[src/rtl/mult_pkg.sv]
// Shared definitions for the execute-stage multiplier and the decoder feeding it.
package mult_pkg;

  localparam logic [3:0] MODE_MUL   = 4'd1;
  localparam logic [3:0] MODE_UMULL = 4'd2;
  localparam logic [3:0] MODE_SMULL = 4'd3;

  typedef enum logic [1:0] {
    ST_IDLE = 2'd0,
    ST_RUN  = 2'd1,
    ST_SIGN = 2'd2,
    ST_DONE = 2'd3
  } state_t;

  function automatic logic mode_valid(input logic [3:0] m);
    return (m == MODE_MUL) || (m == MODE_UMULL) || (m == MODE_SMULL);
  endfunction

endpackage

[src/rtl/mult_signfix.sv]
// Conditional two's-complement negate; serves as abs() at operand load and as
// the final product negate.
module mult_signfix #(
  parameter int W = 32
) (
  input  logic [W-1:0] val,
  input  logic         neg,
  output logic [W-1:0] res
);

  assign res = neg ? ((~val) + {{(W-1){1'b0}}, 1'b1}) : val;

endmodule

[src/rtl/mult_unit.sv]
// Radix-2 shift-add multiplier (MUL/UMULL/SMULL) with sign-magnitude handling.
// Optional MULT_EARLY_TERM_EN: leave RUN as soon as the remaining multiplier is 0.
module mult_unit
  import mult_pkg::*;
#(
  parameter int WIDTH = 32,
  parameter int CNT_W = 6
) (
  input  logic             clk,
  input  logic             rst_n,
  input  logic             start,
  input  logic [3:0]       mode,
  input  logic             s_on,
  input  logic [WIDTH-1:0] op_a,
  input  logic [WIDTH-1:0] op_b,
  output logic             busy,
  output logic             done,
  output logic [WIDTH-1:0] result_lo,
  output logic [WIDTH-1:0] result_hi,
  output logic             flags_we,
  output logic             flag_n,
  output logic             flag_z
);

  state_t             state_q, state_d;
  logic [CNT_W-1:0]   cnt_q, cnt_d;
  logic [3:0]         mode_q, mode_d;
  logic               s_on_q, s_on_d;
  logic               neg_q, neg_d;
  logic [WIDTH-1:0]   mcand_q, mcand_d;
  logic [WIDTH-1:0]   mplier_q, mplier_d;
  logic [2*WIDTH:0]   acc_q, acc_d;
  logic               busy_q, busy_d;
  logic               done_q, done_d;
  logic               we_q, we_d;
  logic               n_q, n_d;
  logic               z_q, z_d;
  logic [WIDTH-1:0]   lo_q, lo_d;
  logic [WIDTH-1:0]   hi_q, hi_d;

  logic               is_smull;
  logic [WIDTH-1:0]   abs_a, abs_b;
  logic [2*WIDTH-1:0] prod_fix;
  logic [WIDTH:0]     sum;
  logic [2*WIDTH:0]   step;
  logic [2*WIDTH:0]   acc_run;
  logic [WIDTH-1:0]   mplier_nxt;
  logic               last;
  logic               early;
  logic               is_mul;

  assign is_smull = (mode == MODE_SMULL);
  assign is_mul   = (mode_q == MODE_MUL);

  mult_signfix #(.W(WIDTH)) u_abs_a (
    .val (op_a),
    .neg (is_smull & op_a[WIDTH-1]),
    .res (abs_a)
  );

  mult_signfix #(.W(WIDTH)) u_abs_b (
    .val (op_b),
    .neg (is_smull & op_b[WIDTH-1]),
    .res (abs_b)
  );

  mult_signfix #(.W(2*WIDTH)) u_neg_p (
    .val (acc_q[2*WIDTH-1:0]),
    .neg (neg_q),
    .res (prod_fix)
  );

  // Add into the upper half, then shift the whole accumulator right by one.
  assign sum        = acc_q[2*WIDTH:WIDTH] + {1'b0, (mplier_q[0] ? mcand_q : '0)};
  assign step       = {sum, acc_q[WIDTH-1:0]} >> 1;
  assign mplier_nxt = mplier_q >> 1;
  assign last       = (cnt_q == CNT_W'(WIDTH-1));

`ifdef MULT_EARLY_TERM_EN
  logic [CNT_W-1:0] rem;
  assign rem     = CNT_W'(WIDTH-1) - cnt_q;
  assign early   = (mplier_nxt == '0);
  // Skipped iterations would only shift, so fold them into one barrel shift.
  assign acc_run = early ? (step >> rem) : step;
`else
  assign early   = 1'b0;
  assign acc_run = step;
`endif

  always_comb begin
    state_d  = state_q;
    cnt_d    = cnt_q;
    mode_d   = mode_q;
    s_on_d   = s_on_q;
    neg_d    = neg_q;
    mcand_d  = mcand_q;
    mplier_d = mplier_q;
    acc_d    = acc_q;
    busy_d   = busy_q;
    done_d   = 1'b0;
    we_d     = 1'b0;
    n_d      = n_q;
    z_d      = z_q;
    lo_d     = lo_q;
    hi_d     = hi_q;
    case (state_q)
      ST_IDLE: begin
        if (start && mode_valid(mode)) begin
          mode_d   = mode;
          s_on_d   = s_on;
          neg_d    = is_smull & (op_a[WIDTH-1] ^ op_b[WIDTH-1]);
          mcand_d  = abs_a;
          mplier_d = abs_b;
          acc_d    = '0;
          cnt_d    = '0;
          busy_d   = 1'b1;
          state_d  = ST_RUN;
        end
      end
      ST_RUN: begin
        acc_d    = acc_run;
        mplier_d = mplier_nxt;
        cnt_d    = cnt_q + 1'b1;
        if (last || early) state_d = ST_SIGN;
      end
      ST_SIGN: begin
        lo_d    = prod_fix[WIDTH-1:0];
        hi_d    = is_mul ? '0 : prod_fix[2*WIDTH-1:WIDTH];
        done_d  = 1'b1;
        we_d    = s_on_q;
        if (s_on_q) begin
          n_d = is_mul ? prod_fix[WIDTH-1] : prod_fix[2*WIDTH-1];
          z_d = is_mul ? (prod_fix[WIDTH-1:0] == '0) : (prod_fix == '0);
        end
        state_d = ST_DONE;
      end
      ST_DONE: begin
        busy_d  = 1'b0;
        state_d = ST_IDLE;
      end
      default: state_d = ST_IDLE;
    endcase
  end

  always_ff @(posedge clk or negedge rst_n) begin
    if (!rst_n) begin
      state_q  <= ST_IDLE;
      cnt_q    <= '0;
      mode_q   <= '0;
      s_on_q   <= 1'b0;
      neg_q    <= 1'b0;
      mcand_q  <= '0;
      mplier_q <= '0;
      acc_q    <= '0;
      busy_q   <= 1'b0;
      done_q   <= 1'b0;
      we_q     <= 1'b0;
      n_q      <= 1'b0;
      z_q      <= 1'b0;
      lo_q     <= '0;
      hi_q     <= '0;
    end else begin
      state_q  <= state_d;
      cnt_q    <= cnt_d;
      mode_q   <= mode_d;
      s_on_q   <= s_on_d;
      neg_q    <= neg_d;
      mcand_q  <= mcand_d;
      mplier_q <= mplier_d;
      acc_q    <= acc_d;
      busy_q   <= busy_d;
      done_q   <= done_d;
      we_q     <= we_d;
      n_q      <= n_d;
      z_q      <= z_d;
      lo_q     <= lo_d;
      hi_q     <= hi_d;
    end
  end

  assign busy      = busy_q;
  assign done      = done_q;
  assign flags_we  = we_q;
  assign flag_n    = n_q;
  assign flag_z    = z_q;
  assign result_lo = lo_q;
  assign result_hi = hi_q;

endmodule

[config.mk]
export PLATFORM = sky130hd
export DESIGN_NAME = mult_unit
export DESIGN_NICKNAME = d
export VERILOG_FILES = /design/src/rtl/mult_pkg.sv /design/src/rtl/mult_signfix.sv /design/src/rtl/mult_unit.sv
export SDC_FILE = /design/constraint.sdc
export NUM_CORES = 1
export LEC_CHECK = 0
export BUFFER_PORTS_ARGS = -buffer_cell sky130_fd_sc_hd__buf_2
export CELL_PAD_IN_SITES_DETAIL_PLACEMENT = 1
export CELL_PAD_IN_SITES_GLOBAL_PLACEMENT = 2
export CORE_MARGIN = 4
export CORE_UTILIZATION = 40
export DETAILED_ROUTE_END_ITERATION = 8
export PLACE_DENSITY_LB_ADDON = 0.1
export SKIP_CTS_REPAIR_TIMING = 1
export SYNTH_ARGS = -nofsm -noshare
export SYNTH_HDL_FRONTEND = slang
export SYNTH_HIERARCHICAL = 1
export SYNTH_SLANG_ARGS = --single-unit
[constraint.sdc]
create_clock -name clk -period 4.8 [get_ports clk]
set_clock_uncertainty 0.2 [all_clocks]
set_input_delay 1.44 -clock clk [delete_from_list [all_inputs] [get_ports clk]]
set_output_delay 1.44 -clock clk [all_outputs]
set_load 0.01 [all_outputs]
==> results_dict.tcl, run 1 <==
set metrics [dict create \
    vdd_ir_drop_max_uv 303 \
    share_of_final_layout_standard_cells_stronger_than_drive_strength_1 0.224 \
    fin_crit_sh 0.783 \
    yosys-top-cells-area "sky130_fd_sc_hd__dfrtp_1 (39%), sky130_fd_sc_hd__xnor2_1 (8.8%), sky130_fd_sc_hd__mux2_2 (5.6%)" \
    io_pins 141 \
    ctsHtreeMaxLevel 1 \
    global_route.usage.total 0.204 \
    timing.critical_path.from_type "register" \
    critPathBufInv 1 \
    synthDominantCellAreaShare 0.389 \
    cp_slowest_cell "sky130_fd_sc_hd__dfrtp_1" \
    p_leak_nw 6.66 \
    synth_ff_type "sky130_fd_sc_hd__dfrtp_1" \
    grt_first_pass_wirelength_mm 61.9 \
    pin_count_of_the_biggest_net_entering_global_routing 96 \
    place_congestion 0.835 \
    drc 0 \
    dpl_cell_area_um2 14700 \
    final_design_area_no_fill_um2 15600 \
    fillerInstances 3867 \
    critical_path.top_delay_family "simple AND/OR/NAND/NOR gates" \
    clock_insertion_delay_worst_skew_ps 540 \
    drt_iter0_drcs 424 \
    cp-end-kind "register" \
    max_cap_viol_count 0 \
    tns_ps 0 \
    status "complete, no violations" \
    final_common_cell "sky130_fd_sc_hd__dfrtp_1" \
    clock_path_buffers 3 \
    synth_area_leader_cell "sky130_fd_sc_hd__dfrtp_1" \
    timing.final.hold_violations 0 \
    die_height_um 192 \
    clock-sinks 211 \
    clock_tree.root_cell "sky130_fd_sc_hd__clkbuf_16" \
    yosys_warnings 6 \
    max-slew-margin-rel 0.451 \
    route.detailed.vias_per_inst 5.57 \
    power.density_cell_area_nw_per_um2 647 \
    antennaDiodeCount 0 \
    initial_utilization 0.405 \
    maxClockFrequency_ghz 0.266 \
    finalWirelength_mm 37.6 \
    synth_cells 1400 \
    synth_seq_cells 211 \
    worst_hold_class "register to register" \
    async_reset_ff_frac 1.00 \
    syn2layout_area_growth_pct 14.9 \
    post_dp_hpwl_mm 28.3 \
    critical_path_class "register to register" \
    drt_pass1_iterations 4 \
    num-nets-final 1624 \
    finalSetupViolCount 0 \
    synth.lib_cells_used.distinct 82 \
    arrival_ps 4030 \
    path_max_fanout 34 \
    synth_edf_count 0 \
    avgRoutedWirePerCell_um 19.0 \
    placeableCoreArea_um2 33500 \
    numPortBuffers 140 \
    antenna_violating_nets_post_route 0 \
    global_route.overflow_total 0 \
    syn_nets 1514 \
    die_width_um 192 \
    grt_setup_unrepaired "false" \
    cts_tree "built" \
    hold-worst-slack_ps 291 \
    slew_viol_final 0 \
    critical_path_cell_list "and2_1 -> ha_1 -> inv_1 -> fa_1 -> and2b_2 -> o2111ai_4 -> a2111oi_4 -> o31ai_2 -> a31o_1 -> or4_1 -> nand3_1" \
    worst-slew-pin-transition_ps 823 \
    initial_antenna_violation_count 0 \
    period_needed_ps 3760 \
    most-common-layout-cells "sky130_fd_sc_hd__dfrtp_1 (210), sky130_fd_sc_hd__nand2_1 (149), sky130_fd_sc_hd__buf_2 (139)" \
    dieArea_um2 36900 \
    max_stage_delay_ps 820 \
    vias 11000 \
    fp-row-count 67 \
    cts_buffers 25 \
    synth.yosys.seq_area_share 0.389 \
    avgSynthCellArea_um2 9.69 \
    finalWorstSetupSlack_ps 1040 \
    cts.clk_slew.worst_paths_ps 60 \
    first_global_vias 11400 \
    netlist_area_um2 13600 \
    cp_data_required_time_ps 5070 \
    placement.setup.worst_slack_ps 882 \
]
[synth_stat cells (6+ instances only)]
cell / count
sky130_fd_sc_hd__o41ai_1: 19
sky130_fd_sc_hd__nor4_1: 26
sky130_fd_sc_hd__mux2_2: 68
sky130_fd_sc_hd__dfrtp_1: 211
sky130_fd_sc_hd__or4_1: 10
sky130_fd_sc_hd__xor2_1: 13
sky130_fd_sc_hd__mux2i_1: 17
sky130_fd_sc_hd__nand4_1: 18
sky130_fd_sc_hd__o22ai_1: 72
sky130_fd_sc_hd__or3_1: 14
sky130_fd_sc_hd__a21oi_1: 57
sky130_fd_sc_hd__nand3_1: 16
sky130_fd_sc_hd__a21o_1: 8
sky130_fd_sc_hd__nand2b_1: 11
sky130_fd_sc_hd__nand2_1: 149
sky130_fd_sc_hd__o21ai_0: 98
sky130_fd_sc_hd__a22o_1: 35
sky130_fd_sc_hd__ha_1: 41
sky130_fd_sc_hd__buf_1: 8
sky130_fd_sc_hd__o31ai_2: 7
sky130_fd_sc_hd__o31ai_1: 37
sky130_fd_sc_hd__or2_2: 8
sky130_fd_sc_hd__and2_1: 39
sky130_fd_sc_hd__o41ai_2: 12
sky130_fd_sc_hd__xnor2_1: 136
sky130_fd_sc_hd__clkbuf_1: 61
sky130_fd_sc_hd__o21a_1: 7
sky130_fd_sc_hd__nor2_1: 34
sky130_fd_sc_hd__nor4_4: 9
sky130_fd_sc_hd__or4_4: 6
sky130_fd_sc_hd__nor3_1: 20
sky130_fd_sc_hd__inv_1: 52
[power by group]
part           internal, mW  total (mW)  switching, mW
Combinational          1.96        5.09           3.13
Sequential             2.40        3.01          0.606
Clock                  1.22        2.00          0.783
Total                  5.57        10.1           4.52
[tightest hold or removal path: stages (launching register included)]
cell	delay (ps)
sky130_fd_sc_hd__dfrtp_1	340
sky130_fd_sc_hd__nand2_1	50
sky130_fd_sc_hd__o21ai_0	70
[through the flow]
stage	power [mW]	utilization	std cells
after floorplan	6.61	-	1400
after global placement	8.04	0.439	1931
after detailed placement	8.16	0.439	1931
after CTS	10.2	0.465	1977
after global routing	10.9	0.465	1977
final	10.1	0.465	1977
[cells by family (layout without fill, tap and decap cells)]
family                     Yosys count  in the layout  synth area share
AOI/OAI and AO/OA                  386            386             0.199
buffers and inverters              128            257            0.0371
adders and majority gates           42             42            0.0393
DFF                                211            211             0.389
and+or+nand+nor                    399            399             0.170
xor gates and xnor gates           149            149            0.0962
muxes                               85             85            0.0690
[area by class of cell]
| class | instances | area, µm² | area share |
|---|---|---|---|
| clock buffers | 34 | 719 | 0.0461 |
| clock inverters | 12 | 153 | 0.00979 |
| inverters | 52 | 195 | 0.0125 |
| multi-input cells | 1061 | 7800 | 0.501 |
| flip-flops and latches | 211 | 5280 | 0.339 |
| well taps | 448 | 561 | 0.0360 |
| repair buffers | 159 | 877 | 0.0563 |
[routing by layer]
metal / global-route usage / vias up / routed length [µm]
met5: 0 / - / 0
met4: 0.0324 / 0 / 443
met3: 0.0218 / 33 / 1600
met2: 0.317 / 168 / 16700
met1: 0.311 / 5437 / 18900
li1: - / 5366 / -
[state kept, by name, indices dropped and copies added (netlist names), 2 cells and up]
signal	count
result_hi	32
acc_q	64
cnt_q	6
mcand_q	32
state_q	2
result_lo	32
mode_q	4
mplier_q	32
[path summary, 6_finish.rpt]
check,startpoint,end,slack (ps),cells after the start
setup / recovery,mplier_q[0],acc_q[61],1040,11
hold / removal,mplier_q[30],mplier_q[30],290,2
setup reg to reg,mplier_q[0],acc_q[61],1040,11
hold reg to reg,mplier_q[30],mplier_q[30],290,2
max in group asynchronous,rst_n,mplier_q[7],2770,2
min in group asynchronous,rst_n,result_lo[14],780,1
Power figures use the tool's default switching activity.
==> inputs of run 2 (changes only) <==
--- a/config.mk
+++ b/config.mk
@@ -9,7 +9,7 @@
 export CELL_PAD_IN_SITES_DETAIL_PLACEMENT = 1
 export CELL_PAD_IN_SITES_GLOBAL_PLACEMENT = 2
 export CORE_MARGIN = 4
-export CORE_UTILIZATION = 40
+export CORE_UTILIZATION = 38
 export DETAILED_ROUTE_END_ITERATION = 8
 export PLACE_DENSITY_LB_ADDON = 0.1
 export SKIP_CTS_REPAIR_TIMING = 1
==> constraint.sdc (replaced) <==
create_clock -name clk -period 3.8 [get_ports clk]
set_clock_uncertainty 0.2 [all_clocks]
set_input_delay 1.14 -clock clk [delete_from_list [all_inputs] [get_ports clk]]
set_output_delay 1.14 -clock clk [all_outputs]
set_load 0.01 [all_outputs]
==> run 2 against run 1 <==
Count of clock-buffer cells in the layout is 5 lower. Global-route usage is 0.43 points lower. Routed wire length is 4.7% higher. Sequential cell count stayed put. Design area is 1.1% higher. First-iteration DRC count is 0.94% higher. Sequential share of layout area is 0.37 points lower. Largest power group unchanged. Maximum frequency is 7.0% higher. Total power is 27% higher.
==> results_dict.tcl, run 2 (synthesis gave the netlist of run 1 again) <==
set metrics [dict create \
    cts_buffers 26 \
    initial_utilization 0.389 \
    vias 11100 \
    seq_area_um2 5280 \
    pwr-share-clk 0.187 \
    placeableCoreArea_um2 34900 \
    antenna_violating_nets_post_route 0 \
    path_max_fanout 5 \
    cp_data_required_time_ps 4080 \
    post_dp_hpwl_mm 29.8 \
    pin_count_of_the_biggest_net_entering_global_routing 78 \
    cp-end-kind "register" \
    period_needed_ps 3510 \
    maxClockFrequency_ghz 0.285 \
    post-route-util 0.452 \
    p_leak_nw 6.76 \
    switchingPower_mw 5.84 \
    hold-worst-slack_ps 281 \
    fillerInstances 4031 \
    max-slew-margin-rel 0.496 \
    fin_crit_sh 0.924 \
    final_cells 2010 \
    drt_pass1_iterations 4 \
    clock-sinks 211 \
    clock_tree.root_cell "sky130_fd_sc_hd__clkbuf_16" \
    die_height_um 197 \
    finalSetupViolCount 0 \
    route.detailed.vias_per_inst 5.55 \
    multiInputGateArea_um2 7800 \
    dieArea_um2 38800 \
    num-nets-final 1649 \
    finalWirelength_mm 39.4 \
    power.density_cell_area_nw_per_um2 816 \
    numPortBuffers 140 \
    timing.final.hold_violations 0 \
    first_global_vias 11600 \
    place_congestion 0.850 \
    max_cap_viol_count 0 \
    critical_path_class "register to register" \
    drc 0 \
    largest_register_ffs 64 \
    worst-slew-pin-transition_ps 756 \
    placed_cells 1962 \
    global_route.usage.total 0.199 \
    ctsHtreeMaxLevel 1 \
    die_width_um 197 \
    status "complete, no violations" \
    vdd_ir_drop_max_uv 403 \
    p_comb_frac 0.527 \
    tns_ps 0 \
    slew_viol_final 0 \
    clock_insertion_delay_worst_skew_ps 540 \
    power_frac_seq 0.286 \
    avgRoutedWirePerCell_um 19.6 \
    largest-register "acc_q" \
    p_int_mw 7.02 \
    io_pins 141 \
    drt_iter0_drcs 428 \
    most-common-layout-cells "sky130_fd_sc_hd__dfrtp_1 (210), sky130_fd_sc_hd__nand2_1 (149), sky130_fd_sc_hd__buf_2 (139)" \
    grt_setup_unrepaired "false" \
    worst_hold_class "register to register" \
    cts.clk_slew.worst_paths_ps 60 \
    initial_antenna_violation_count 0 \
    clock_path_buffers 3 \
    syn2layout_area_growth_pct 16.2 \
    cts_tree "built" \
    timing.critical_path.from_type "register" \
    switching_share 0.454 \
    share_of_final_layout_standard_cells_stronger_than_drive_strength_1 0.238 \
    grt_first_pass_wirelength_mm 64.3 \
    fp-row-count 68 \
    arrival_ps 3790 \
    final_common_cell "sky130_fd_sc_hd__dfrtp_1" \
    global_route.overflow_total 0 \
    antennaDiodeCount 0 \
]
==> run 2: layout make-up <==
cell class,count,area share
clock buffers,29,0.0426
clock inverters,19,0.0102
inverters,52,0.0124
multi-input cells,1061,0.495
flip-flops and latches,211,0.335
well taps,455,0.0361
repair buffers,183,0.0687
==> run 2: worst paths after layout <==
path	startpoint	to	slack (ps)	depth (start not counted)
max reg2reg	acc_q[10]	flag_z	290	10
min reg2reg	mplier_q[28]	mplier_q[28]	280	2
max	acc_q[10]	flag_z	290	10
max in group asynchronous	rst_n	result_hi[30]	2220	2
min in group asynchronous	rst_n	result_lo[10]	390	1
min	mplier_q[28]	mplier_q[28]	280	2
==> run 2: through the flow <==
| step | power (mW) | worst slack [ps] | instance area [µm²] |
|---|---|---|---|
| 2_1_floorplan | 8.35 | 644 | 13600 |
| 3_3_place_gp | 10.4 | 251 | 14900 |
| 3_5_place_dp | 10.5 | 265 | 14900 |
| 4_1_cts | 13.0 | 240 | 15800 |
| 5_1_grt | 13.9 | 24.3 | 15800 |
| 6_report | 12.9 | 289 | 15800 |
==> run 2: critical path, stage by stage (launching register included) <==
cell                      delay, ps
sky130_fd_sc_hd__dfrtp_1        440
sky130_fd_sc_hd__or4_4          610
sky130_fd_sc_hd__nor4_2         520
sky130_fd_sc_hd__nand4_2        300
sky130_fd_sc_hd__o41ai_1        380
sky130_fd_sc_hd__xnor2_1        150
sky130_fd_sc_hd__nor4_1         380
sky130_fd_sc_hd__nand4_1        180
sky130_fd_sc_hd__nor2_1         130
sky130_fd_sc_hd__o21ai_0         80
sky130_fd_sc_hd__nand2_1         80
==> run 2: metal layers <==
metal | track usage | share of wire | up-vias | wire (µm)
met5 | 0 | 0 | - | 0
met1 | 0.302 | 0.50 | 5517 | 19900
met4 | 0.0321 | 0.014 | 0 | 535
met3 | 0.0224 | 0.035 | 37 | 1400
li1 | - | - | 5424 | -
met2 | 0.313 | 0.45 | 171 | 17600
==> run 2: power groups by stage <==
stage / clock network (mW) / logic (mW) / registers, mW
2_1_floorplan: 0 / 4.69 / 3.66
3_3_place_gp: 0 / 6.71 / 3.69
3_5_place_dp: 0 / 6.80 / 3.73
4_1_cts: 2.49 / 6.83 / 3.69
5_1_grt: 2.59 / 7.51 / 3.80
6_report: 2.40 / 6.78 / 3.68
